==> src/rtl/game_sequencer_pkg.sv <==
// Shared types and defaults for the falling-note game controller.
// Also consumed by the display/HUD blocks.
package game_sequencer_pkg;

    typedef enum logic [2:0] {
        ST_IDLE      = 3'd0,
        ST_COUNTDOWN = 3'd1,
        ST_PLAY      = 3'd2,
        ST_PAUSE     = 3'd3,
        ST_DONE      = 3'd4
    } state_e;

    localparam int SCORE_W = 16;
    localparam int SPEED_W = 20;
    localparam int COMBO_W = 8;
    localparam int MISS_W  = 4;

    localparam logic [SPEED_W-1:0] SPEED_INIT_DEF = 20'd200000;
    localparam logic [SPEED_W-1:0] SPEED_MIN_DEF  = 20'd50000;
    localparam logic [SPEED_W-1:0] SPEED_STEP_DEF = 20'd10000;

    function automatic logic [SCORE_W-1:0] score_add(
        input logic [SCORE_W-1:0] s,
        input logic [1:0]         inc
    );
        logic [SCORE_W:0] sum;
        sum = {1'b0, s} + {{(SCORE_W-1){1'b0}}, inc};
        return sum[SCORE_W] ? {SCORE_W{1'b1}} : sum[SCORE_W-1:0];
    endfunction

endpackage

==> src/rtl/game_sequencer_rise_detect.sv <==
// Registered rising-edge detector for the note engine's level flags.
// Samples every cycle so a flag already high produces no later edge.
module rise_detect (
    input  logic clk,
    input  logic rst_n,
    input  logic d_i,
    output logic rise_o
);

    logic d_q;

    always_ff @(posedge clk or negedge rst_n) begin
        if (!rst_n) d_q <= 1'b0;
        else        d_q <= d_i;
    end

    assign rise_o = d_i & ~d_q;

endmodule

==> src/rtl/game_sequencer.sv <==
// Play controller: game flow FSM, countdown, speed ramp and scoring.
// Drives the note engine's reset/run lines from the next state.
module game_sequencer
    import game_sequencer_pkg::*;
#(
    parameter int                 COUNT_W          = 28,
    parameter int                 COUNTDOWN_CYCLES = 150_000_000,
    parameter logic [SPEED_W-1:0] SPEED_INIT       = SPEED_INIT_DEF,
    parameter logic [SPEED_W-1:0] SPEED_MIN        = SPEED_MIN_DEF,
    parameter logic [SPEED_W-1:0] SPEED_STEP       = SPEED_STEP_DEF,
    parameter int                 HITS_PER_STEP    = 5,
    parameter int                 MAX_MISSES       = 5,
    parameter int                 COMBO_BONUS      = 8
) (
    input  logic               clk,
    input  logic               rst_n,
    input  logic               btn_start,
    input  logic               btn_pause,
    input  logic               nm_hit,
    input  logic               nm_missed,
    input  logic               nm_game_over,
    output logic               nm_rst,
    output logic               nm_start,
    output logic [SPEED_W-1:0] speed,
    output logic [SCORE_W-1:0] score,
    output logic [COMBO_W-1:0] combo,
    output logic [MISS_W-1:0]  misses,
    output logic [2:0]         state,
    output logic               game_over,
    output logic               win
);

    localparam int HC_W = $clog2(HITS_PER_STEP + 1);
    localparam logic [HC_W-1:0]    HC_LAST   = HC_W'(HITS_PER_STEP - 1);
    localparam logic [MISS_W-1:0]  MISS_LAST = MISS_W'(MAX_MISSES - 1);
    localparam logic [COUNT_W-1:0] CD_LOAD   = COUNT_W'(COUNTDOWN_CYCLES - 1);
    localparam logic [COMBO_W:0]   BONUS_AT  = (COMBO_W + 1)'(COMBO_BONUS);
    localparam logic [SPEED_W:0]   RAMP_LIM  = {1'b0, SPEED_MIN} + {1'b0, SPEED_STEP};

    state_e             state_q, state_d;
    logic [COUNT_W-1:0] cd_q, cd_d;
    logic [HC_W-1:0]    hc_q, hc_d;
    logic [SPEED_W-1:0] speed_q, speed_d;
    logic [SCORE_W-1:0] score_q, score_d;
    logic [COMBO_W-1:0] combo_q, combo_d;
    logic [MISS_W-1:0]  miss_q, miss_d;
    logic               win_q, win_d;
    logic               nm_rst_q, nm_start_q, go_q;
    logic               hit_e, miss_e, loss;

    rise_detect u_hit (
        .clk    (clk),
        .rst_n  (rst_n),
        .d_i    (nm_hit),
        .rise_o (hit_e)
    );

    rise_detect u_miss (
        .clk    (clk),
        .rst_n  (rst_n),
        .d_i    (nm_missed),
        .rise_o (miss_e)
    );

    assign loss = miss_e && (miss_q == MISS_LAST);

    always_comb begin
        state_d = state_q;
        cd_d    = cd_q;
        hc_d    = hc_q;
        speed_d = speed_q;
        score_d = score_q;
        combo_d = combo_q;
        miss_d  = miss_q;
        win_d   = win_q;
        unique case (state_q)
            ST_IDLE: begin
                if (btn_start) begin
                    state_d = ST_COUNTDOWN;
                    cd_d    = CD_LOAD;
                    hc_d    = '0;
                    speed_d = SPEED_INIT;
                    score_d = '0;
                    combo_d = '0;
                    miss_d  = '0;
                    win_d   = 1'b0;
                end
            end
            ST_COUNTDOWN: begin
                if (cd_q == '0) state_d = ST_PLAY;
                else            cd_d    = cd_q - 1'b1;
            end
            ST_PLAY: begin
                if (miss_e) begin
                    combo_d = '0;
                    miss_d  = miss_q + 1'b1;
                    if (loss) begin
                        state_d = ST_DONE;
                        win_d   = 1'b0;
                    end
                end else if (hit_e) begin
                    score_d = score_add(score_q,
                        ({1'b0, combo_q} >= BONUS_AT) ? 2'd2 : 2'd1);
                    if (combo_q != '1) combo_d = combo_q + 1'b1;
                    if (hc_q == HC_LAST) begin
                        hc_d    = '0;
                        speed_d = ({1'b0, speed_q} < RAMP_LIM)
                                ? SPEED_MIN : speed_q - SPEED_STEP;
                    end else begin
                        hc_d = hc_q + 1'b1;
                    end
                end
                if (nm_game_over && !loss) begin
                    state_d = ST_DONE;
                    win_d   = 1'b1;
                end
                // Pause only lands when no end-of-game fired this cycle
                if (btn_pause && state_d != ST_DONE) state_d = ST_PAUSE;
            end
            ST_PAUSE: begin
                if (btn_start)      state_d = ST_IDLE;
                else if (btn_pause) state_d = ST_PLAY;
            end
            ST_DONE: begin
                if (btn_start) state_d = ST_IDLE;
            end
            default: state_d = ST_IDLE;
        endcase
    end

    always_ff @(posedge clk or negedge rst_n) begin
        if (!rst_n) begin
            state_q    <= ST_IDLE;
            cd_q       <= '0;
            hc_q       <= '0;
            speed_q    <= SPEED_INIT;
            score_q    <= '0;
            combo_q    <= '0;
            miss_q     <= '0;
            win_q      <= 1'b0;
            nm_rst_q   <= 1'b1;
            nm_start_q <= 1'b0;
            go_q       <= 1'b0;
        end else begin
            state_q    <= state_d;
            cd_q       <= cd_d;
            hc_q       <= hc_d;
            speed_q    <= speed_d;
            score_q    <= score_d;
            combo_q    <= combo_d;
            miss_q     <= miss_d;
            win_q      <= win_d;
            nm_rst_q   <= (state_d == ST_IDLE);
            nm_start_q <= (state_d == ST_PLAY);
            go_q       <= (state_d == ST_DONE);
        end
    end

    assign nm_rst    = nm_rst_q;
    assign nm_start  = nm_start_q;
    assign speed     = speed_q;
    assign score     = score_q;
    assign combo     = combo_q;
    assign misses    = miss_q;
    assign state     = state_q;
    assign game_over = go_q;
    assign win       = win_q;

endmodule
==> config.mk <==
export PLATFORM = sky130hd
export DESIGN_NAME = game_sequencer
export DESIGN_NICKNAME = d
export VERILOG_FILES = /design/src/rtl/game_sequencer_pkg.sv /design/src/rtl/game_sequencer_rise_detect.sv /design/src/rtl/game_sequencer.sv
export SDC_FILE = /design/constraint.sdc
export NUM_CORES = 1
export LEC_CHECK = 0
export ABC_AREA = 1
export BUFFER_PORTS_ARGS = -buffer_cell sky130_fd_sc_hd__buf_2
export CAP_MARGIN = 20
export CORE_MARGIN = 4
export CORE_UTILIZATION = 64
export DETAILED_ROUTE_END_ITERATION = 6
export MAX_ROUTING_LAYER = met4
export PLACE_DENSITY = 0.95
export SLEW_MARGIN = 20
export SYNTH_ARGS = -nofsm -noshare
export SYNTH_HDL_FRONTEND = slang
export SYNTH_SLANG_ARGS = --single-unit
==> constraint.sdc <==
create_clock -name clk -period 3.53 [get_ports clk]
set_input_delay 0.5295 -clock clk [delete_from_list [all_inputs] [get_ports clk]]
set_output_delay 0.5295 -clock clk [all_outputs]
set_load 0.01 [all_outputs]
==> results.tsv, run 1 <==
metric	value	unit
cp-end-kind	flop	
worst_slack	1.01	ns
grt_use_met1	37.5	%
dp_cells	938	
first_pass_iters	5	
p_sw_share	40.9	%
overflow	0	
fmax	397	MHz
routed_wl	13300	um
power_density	535	nW/um^2
critPathArrivalTime	2.76	ns
fillCellCount	641	
finalSetupViolations	0	
seqPwrFrac	39.6	%
rsz0062_at_grt	no	
layout_commonest_cell	nand2_1	
ys_ff_latch	84	
cts_setup_buffers	0	
critPathMaxFanout	6	
area_delta_synth_final	10.1	%
synth.cell_area	5450	um^2
cts_resized	0	
dp_hpwl	9450	um
antenna_found_initial	0	
yosys_warnings	0	
max_slew.worst_pin.slew	0.749	ns
p_int	0.00190	W
slew_viol_final	0	
cts.sinks	84	
syn_inst	787	
post-route-period-util	71.4	%
globalplace.congestion	0.948	
path_clk_slew	0.09	ns
use_met3	3.89	%
cts.path.max_buffers	2	
io_pins	62	
fin_tns_setup	0	ns
drv_cap	0	
dieArea	10100	um^2
clkLatencyLatePin	0.36	ns
fin_cells	954	
fin_worst_skew	0.0109	ns
initial_utilization	66.0	%
layout-drive-gt1-share	14.0	%
via_per_inst	5.66	
cts_buffers	9	
cts_tree	built	
die_h	100	um
layout_common_cells	nand2_1, nor2_1, inv_1	
dr.first_iter.drc_count	451	
grt_pass1_wl	22500	um
register_area	2110	um^2
core_area	8260	um^2
ant_nets	0	
layout.nets	862	
grt_usage	28.2	%
hold_violations	0	
fp.dieW	100	um
fp-row-count	33	
antenna_cells	0	
synth_area_per_cell	6.92	um^2
slew_headroom	50.1	%
fin_crit	2.52	ns
ir_drop	0.504	mV
switchingPower	0.00131	W
critPathKind	reg2reg	
cts_root_buf	clkbuf_8	
start_kind	flop	
clkPwrFrac	24.6	%
port_buffers	57	
cp_data_required_time	3.77	ns
ctsHoldBuffers	0	
hp-class	in2async	
top_usage_layer	met2	
drc	0	
multi_input_area	2860	um^2
grt_pass1_vias	4853	
wl_per_cell	14.0	um
use_met2	44.4	%
power_frac_comb	35.8	%
power_leakage	3.12	nW
vias	5401	
place_ws	1.12	ns
outcome	finished, final reports clean	
grt_max_degree	85	
h-tree-depth	3	
synth.distinct_cells	37	
synth_seq_area_share	38.8	%
registers in the layout (all words and copies together), names as in the netlist, 3 cells and up:
register / count
combo: 8
speed: 16
score: 16
cd_q: 28
state: 3
misses: 4
hc_q: 3
cells by family after synthesis:
logic type	synth area share [%]
adders and majority gates	2.66
DFF	38.8
other	0.0689
AOI/OAI and AO/OA	9.21
and+or+nand+nor	38.3
buffers and inverters	8.91
xor gates and xnor gates	2.09
metal layers:
layer	vias up	part of all wire [%]
met2	293	48
met1	2451	43
met3	29	7.4
li1	2628	-
met5	-	0
met4	0	2.2
power by group through the flow:
stage          Clock, W  Sequential, W  Combinational [W]
3_5_place_dp          0        0.00129            0.00112
2_1_floorplan         0        0.00126           0.000910
3_3_place_gp          0        0.00128            0.00108
4_1_cts        0.000788        0.00127            0.00113
5_1_grt        0.000832        0.00129            0.00131
6_report       0.000789        0.00127            0.00115
critical path, cell delays in order (launching register included):
cell	delay, ns
dfrtp_1	0.44
inv_1	0.11
nand4_1	0.19
inv_1	0.10
ha_1	0.18
fa_1	0.22
nand2_1	0.11
nor3_1	0.45
nand2_1	0.17
xor2_1	0.18
o21ai_1	0.14
nand2_1	0.10
cells in the mapped netlist:
cell | number | share of area [%]
inv_2 | 5 | 0.34
nand3_4 | 2 | 0.64
nor3b_1 | 2 | 0.28
nand2_2 | 5 | 0.57
nor3_1 | 12 | 1.1
a21oi_1 | 11 | 1.0
dfrtp_1 | 77 | 35
nand3_1 | 76 | 7.0
conb_1 | 1 | 0.069
a21boi_0 | 2 | 0.28
a21o_1 | 1 | 0.14
inv_1 | 91 | 6.3
nor2_1 | 94 | 6.5
nor2_2 | 5 | 0.57
xor2_1 | 12 | 1.9
buf_2 | 1 | 0.092
nand3_2 | 1 | 0.18
clkbuf_1 | 4 | 0.28
or2_2 | 6 | 0.69
xnor2_1 | 1 | 0.16
o21ai_2 | 9 | 1.4
nor2_4 | 4 | 0.83
dfstp_2 | 7 | 3.4
o211ai_1 | 1 | 0.14
o21ai_1 | 7 | 0.64
buf_8 | 1 | 0.28
buf_6 | 4 | 0.83
fa_1 | 1 | 0.37
ha_1 | 10 | 2.3
o21bai_1 | 2 | 0.28
nand4_1 | 20 | 2.3
nand2_1 | 246 | 17
nand3b_1 | 3 | 0.41
a22oi_1 | 3 | 0.41
nor3_4 | 1 | 0.30
o21ai_0 | 53 | 4.9
buf_4 | 6 | 0.83
area by class of cell:
type / count / share of cell area, %
clock buffer: 11 / 2.36
clock inverter: 5 / 1.38
inverter: 96 / 6.01
multi-input combinational: 594 / 47.7
sequential: 84 / 35.2
tap: 105 / 2.19
timing repair buffer: 59 / 5.11
path summary, 6_finish.rpt:
path | start | to | slack, ns | depth (start not counted)
min in group clk | nm_hit | u_hit.d_q | 0.29 | 1
worst max register to register | combo[5] | score[10] | 1.01 | 11
worst min-delay path | rst_n | score[6] | 0.19 | 1
worst min register to register | win | win | 0.52 | 2
worst max-delay path | combo[5] | score[10] | 1.01 | 11
max in group asynchronous | rst_n | cd_q[4] | 2.81 | 1
metrics by stage:
stage,hold slack (ns),total power [W],cell area (um^2),utilization (%)
4_1_cts,0.294,0.00319,5990,72.5
2_1_floorplan,0.234,0.00217,5460,-
3_5_place_dp,0.496,0.00241,5770,69.8
5_1_grt,0.250,0.00343,5990,72.6
3_3_place_gp,0.511,0.00236,5770,69.8
6_report,0.193,0.00321,5990,72.6
(Power assumes the default switching activity.)
==> inputs of run 2 (changes only) <==
--- a/config.mk
+++ b/config.mk
@@ -5,14 +5,14 @@
 export SDC_FILE = /design/constraint.sdc
 export NUM_CORES = 1
 export LEC_CHECK = 0
-export ABC_AREA = 1
+export ABC_AREA = 0
 export BUFFER_PORTS_ARGS = -buffer_cell sky130_fd_sc_hd__buf_2
 export CAP_MARGIN = 20
 export CORE_MARGIN = 4
-export CORE_UTILIZATION = 64
+export CORE_UTILIZATION = 58
 export DETAILED_ROUTE_END_ITERATION = 6
 export MAX_ROUTING_LAYER = met4
-export PLACE_DENSITY = 0.95
+export PLACE_DENSITY = 0.9
 export SLEW_MARGIN = 20
 export SYNTH_ARGS = -nofsm -noshare
 export SYNTH_HDL_FRONTEND = slang
==> constraint.sdc (replaced) <==
create_clock -name clk -period 2.4 [get_ports clk]
set_input_delay 0.36 -clock clk [delete_from_list [all_inputs] [get_ports clk]]
set_output_delay 0.36 -clock clk [all_outputs]
set_load 0.01 [all_outputs]
==> results.tsv, run 2 <==
metric	value	unit
outcome	finished, violations left	
violations	hold timing	
cp-end-kind	flop	
antenna_cells	0	
globalplace.congestion	0.861	
cp_top_family	simple AND/OR/NAND/NOR gates	
critPathKind	reg2reg	
layout_common_cells	dfrtp_1, buf_2, nand2_1	
synth_commonest_cells	dfrtp_1, nand2_1, nor2_1	
critPathBufInv	1	
slew_viol_final	0	
grt_max_degree	46	
synth-edff-count	0	
antenna_found_initial	0	
cts.path.max_buffers	2	
port_buffers	57	
grt_usage	25.3	%
dieArea	9930	um^2
fin_cells	697	
fp-row-count	33	
netlist.area_leader.share	39.6	%
synth.cell_area	4870	um^2
grt_pass1_wl	19900	um
power.total	0.00314	W
async_flop_share	100	%
fp.dieW	99.6	um
dr.first_iter.drc_count	239	
layout-drive-gt1-share	24.3	%
fin_crit	2.34	ns
syn_inst	517	
synth_seq_area_share	43.3	%
hp-class	in2async	
crit_cells	10	
via_per_inst	6.36	
top_register	cd_q	
worst_slack	0.0623	ns
register_area	2110	um^2
path_clk_slew	0.09	ns
hold_violations	9	
fillCellCount	578	
start_kind	flop	
vias	4431	
cts_root_buf	clkbuf_8	
first_pass_iters	5	
initial_utilization	59.6	%
h-tree-depth	3	
crit_path_max_incr_delay	0.41	ns
core_area	8180	um^2
critPathMaxFanout	4	
cpMaxStageDelayCell	dfrtp_1	
synth_most_common_cell	dfrtp_1	
synth.distinct_cells	72	
dp_cells	677	
cp_data_required_time	2.69	ns
routed_wl	12000	um
multi_input_area	2610	um^2
power_density	557	nW/um^2
drv_cap	0	
synth_area_leaders	dfrtp_1, dfstp_2, o21ai_0	
post-route-util	68.9	%
ant_nets	0	
fin_worst_skew	0.0140	ns
dp_hpwl	8380	um
synth_area_per_cell	9.42	um^2
critPathArrivalTime	2.62	ns
cts_buffers	9	
cts.sinks	84	
layout_commonest_cell	dfrtp_1	
clkLatencyLatePin	0.37	ns
area_delta_synth_final	15.7	%
post-route-period-util	97.4	%
ys_ff_latch	84	
yosysTopAreaCell	dfrtp_1	
drc	0	
cp_cell_sequence	nor3_2 > nand2_1 > inv_1 > ha_4 > fa_2 > and4_4 > nand2_2 > or3_4 > a31o_2 > a21oi_1	
place_ws	0.0343	ns
wl_per_cell	17.2	um
slew_headroom	59.6	%
die_h	99.6	um
cts_tree	built	
finalSetupViolations	0	
whs	-0.0115	ns
yosys_warnings	0	
fmax	428	MHz
ir_drop	0.318	mV
largest_register_ffs	28	
worstRegToRegCells	10	
overflow	0	
grt_pass1_vias	4270	
layout.nets	605	
ys.flop_type	dfrtp_1	
io_pins	62	
power_leakage	2.50	nW
max_slew.worst_pin.slew	0.606	ns
[run 2: changes by cell type in the layout (fill, tap and decap cells not counted), moves of 14 or more]
cell,change
nor2_1,-57
and3_1,+14
o21ai_0,-17
a21oi_1,+22
buf_4,+23
nand2_1,-203
nand3_1,-59
inv_1,-73
[run 2: worst paths after layout]
check | start | endpoint | slack, ns
min in group clk | nm_missed | u_miss.d_q | 0.12
min reg2reg | cd_q[25] | cd_q[25] | 0.52
max reg2reg | combo[6] | score[15] | 0.06
min | rst_n | combo[2] | -0.01
max in group asynchronous | rst_n | cd_q[7] | 1.77
max | combo[6] | score[15] | 0.06
[run 2: what timing repair did]
item / in CTS / in global routing
resized for setup: 3 / 11
cloned: 0 / 1
pin swaps: 0 / 3
setup endpoints to repair: 4 / 16
hold buffers: 0 / 0
setup buffers: 0 / 3
[run 2: per-stage QoR]
| step | area (um^2) | TNS, ns |
|---|---|---|
| final | 5630 | 0 |
| after global routing | 5630 | -0.0679 |
| after CTS | 5560 | 0 |
| after detailed placement | 5340 | 0 |
| after global placement | 5340 | 0 |
| after floorplan | 4880 | 0 |
[run 2: power by group]
group | leakage [nW] | internal (W) | switching (W) | total [W]
logic | 1.33 | 0.000162 | 0.000245 | 0.000408
clock network | 0.106 | 0.000540 | 0.000544 | 0.00108
registers | 1.07 | 0.00150 | 0.000142 | 0.00164
[run 2: cell families (layout without fill, tap and decap cells)]
kind of cell	Yosys count	in the layout	synth area share [%]
adders and majority gates	11	11	2.98
muxes	6	6	1.26
and+or+nand+nor	209	209	26.0
DFF	84	84	43.3
AOI/OAI and AO/OA	149	149	20.0
other	1	4	0.0770
buffers and inverters	46	118	4.39
xor gates and xnor gates	11	11	1.98
[run 2: metal layers]
layer / vias to the layer above / share of wire, % / global-route usage, %
met2: 175 / 50 / 39.9
li1: 2066 / - / -
met1: 2171 / 43 / 32.7
met3: 19 / 5.8 / 5.68
met5: - / 0 / -
met4: 0 / 1.3 / 8.30
[run 2: layout make-up]
type | instances | area share, %
multi-input combinational | 390 | 46.3
sequential | 84 | 37.5
timing repair buffer | 84 | 8.95
clock buffer | 11 | 2.69
tap | 105 | 2.33
inverter | 18 | 1.20
clock inverter | 5 | 1.07
==> inputs of run 3 (changes only) <==
--- a/config.mk
+++ b/config.mk
@@ -13,6 +13,7 @@
 export DETAILED_ROUTE_END_ITERATION = 6
 export MAX_ROUTING_LAYER = met4
 export PLACE_DENSITY = 0.9
+export RECOVER_POWER = 100
 export SLEW_MARGIN = 20
 export SYNTH_ARGS = -nofsm -noshare
 export SYNTH_HDL_FRONTEND = slang
==> constraint.sdc (replaced) <==
create_clock -name clk -period 2.4 [get_ports clk]
set_input_delay 0.36 -clock clk [delete_from_list [all_inputs] [get_ports clk]]
set_output_delay 0.36 -clock clk [all_outputs]
set_load 0.05 [all_outputs]
==> results.tsv, run 3 (same netlist as run 2, synthesis figures left out) <==
metric	value	unit
cts.sinks	84	
cp_cell_sequence	nor3_4 > nand2_2 > inv_2 > ha_4 > fa_2 > and4_4 > nand2_2 > or3_4 > a31o_2 > a21oi_2	
crit_cells	10	
layout.nets	598	
whs	0.114	ns
cts_root_buf	clkbuf_8	
cp_data_required_time	2.68	ns
ff2ff_setup_slack	0.09	ns
area_delta_synth_final	11.8	%
start_kind	flop	
routed_wl	11800	um
largest_register_ffs	28	
globalplace.congestion	0.940	
post-route-period-util	96.2	%
power_density	566	nW/um^2
antenna_cells	0	
overflow	0	
path_clk_slew	0.09	ns
drv_cap	0	
cts_setup_buffers	0	
grt_max_degree	51	
dr.first_iter.drc_count	319	
cpMostUsedCell	nand2_2	
first_pass_iters	5	
final_area	5440	um^2
ant_nets	0	
critPathArrivalTime	2.59	ns
drc	0	
antenna_found_initial	0	
outcome	finished, final reports clean	
grt_pass1_wl	20000	um
dpl_cell_area	5330	um^2
max_slew.worst_pin.slew	0.878	ns
cts_buffers	9	
cp_top_family	simple AND/OR/NAND/NOR gates	
dieArea	9930	um^2
cpMaxStageDelayCell	dfrtp_2	
h-tree-depth	3	
finalSetupViolations	0	
power_leakage	2.20	nW
port_buffers	57	
fillCellCount	663	
worstRegToRegCells	10	
fin_crit	2.31	ns
fmax	433	MHz
crit_path_max_incr_delay	0.43	ns
startpoint	combo[4]	
hp-class	in2reg	
cts_tree	built	
critPathKind	reg2reg	
layout_commonest_cell	dfrtp_1	
dp_hpwl	8490	um
grt_pass1_vias	4293	
core_area	8180	um^2
layout-drive-gt1-share	14.5	%
ir_drop	0.386	mV
grt_usage	25.3	%
fp.dieW	99.6	um
endpoint	score[15]	
via_per_inst	6.37	
cts.path.max_buffers	2	
layout_common_cells	dfrtp_1, clkbuf_1, nand2_1	
io_pins	62	
hold_violations	0	
slew_viol_final	0	
vias	4398	
reg2reg_to	score[15]	
die_h	99.6	um
cp-end-kind	flop	
fin_tns_setup	0	ns
post-route-util	66.6	%
clkLatencyLatePin	0.36	ns
critPathMaxFanout	4	
power.total	0.00308	W
wl_per_cell	17.0	um
r2r-start	combo[4]	
slew_headroom	41.4	%
fp-row-count	33	
initial_utilization	59.6	%
top_register	cd_q	
fin_worst_skew	0.0138	ns
critPathBufInv	1	
-- run 3: cell types whose count changed in the layout (fill, tap and decap cells not counted), sizes merged --
cell         previous run  this run
buf                    84        20
clkbuf                 11        68
clkinv                  3         1
clkinvlp                1         2
dlygate4sd3             0         1
-- run 3: layer usage --
layer	track usage (%)	routed length, um	vias to the layer above
li1	-	-	2054
met4	9.35	159	0
met5	-	0	-
met3	4.21	903	20
met1	33.3	4780	2144
met2	39.7	5920	180
-- run 3: stage by stage --
stage | setup slack (ns) | std cells
2_1_floorplan | 0.0104 | 520
3_3_place_gp | 0.113 | 673
3_5_place_dp | -0.141 | 673
4_1_cts | 0.0158 | 690
5_1_grt | -0.00928 | 690
6_report | 0.0913 | 690
-- run 3: where the power goes --
group	internal, W	total, W	leakage, nW	switching, W
Clock	0.000481	0.000985	0.0866	0.000504
Sequential	0.00150	0.00164	1.06	0.000136
Combinational	0.000148	0.000459	1.05	0.000311
Total	0.00213	0.00308	2.20	0.000952
-- run 3: what timing repair did --
item	CTS	global route
resized for setup	4	7
hold buffers	1	0
hold endpoints to repair	28	0
pin swaps	1	3
endpoints found under the setup margin	3	6
-- run 3: cell type report --
cell class | instances | area [um^2] | area share (%)
Inverter | 18 | 67.6 | 1.24
Clock buffer | 12 | 135 | 2.48
Clock inverter | 4 | 50.0 | 0.919
Sequential cell | 84 | 2120 | 38.9
Tap cell | 105 | 131 | 2.41
Multi-Input combinational cell | 390 | 2580 | 47.3
Timing Repair Buffer | 77 | 367 | 6.73
-- run 3: worst min-delay path by stage --
stage          startpoint          to  slack, ns  cells past startpoint
2_1_floorplan       rst_n     cd_q[0]       0.06                      0
3_3_place_gp        rst_n    combo[2]       0.35                      1
3_5_place_dp        rst_n    combo[2]       0.35                      1
4_1_cts         nm_missed  u_miss.d_q       0.12                      1
5_1_grt         nm_missed  u_miss.d_q       0.11                      1
6_report        nm_missed  u_miss.d_q       0.11                      1
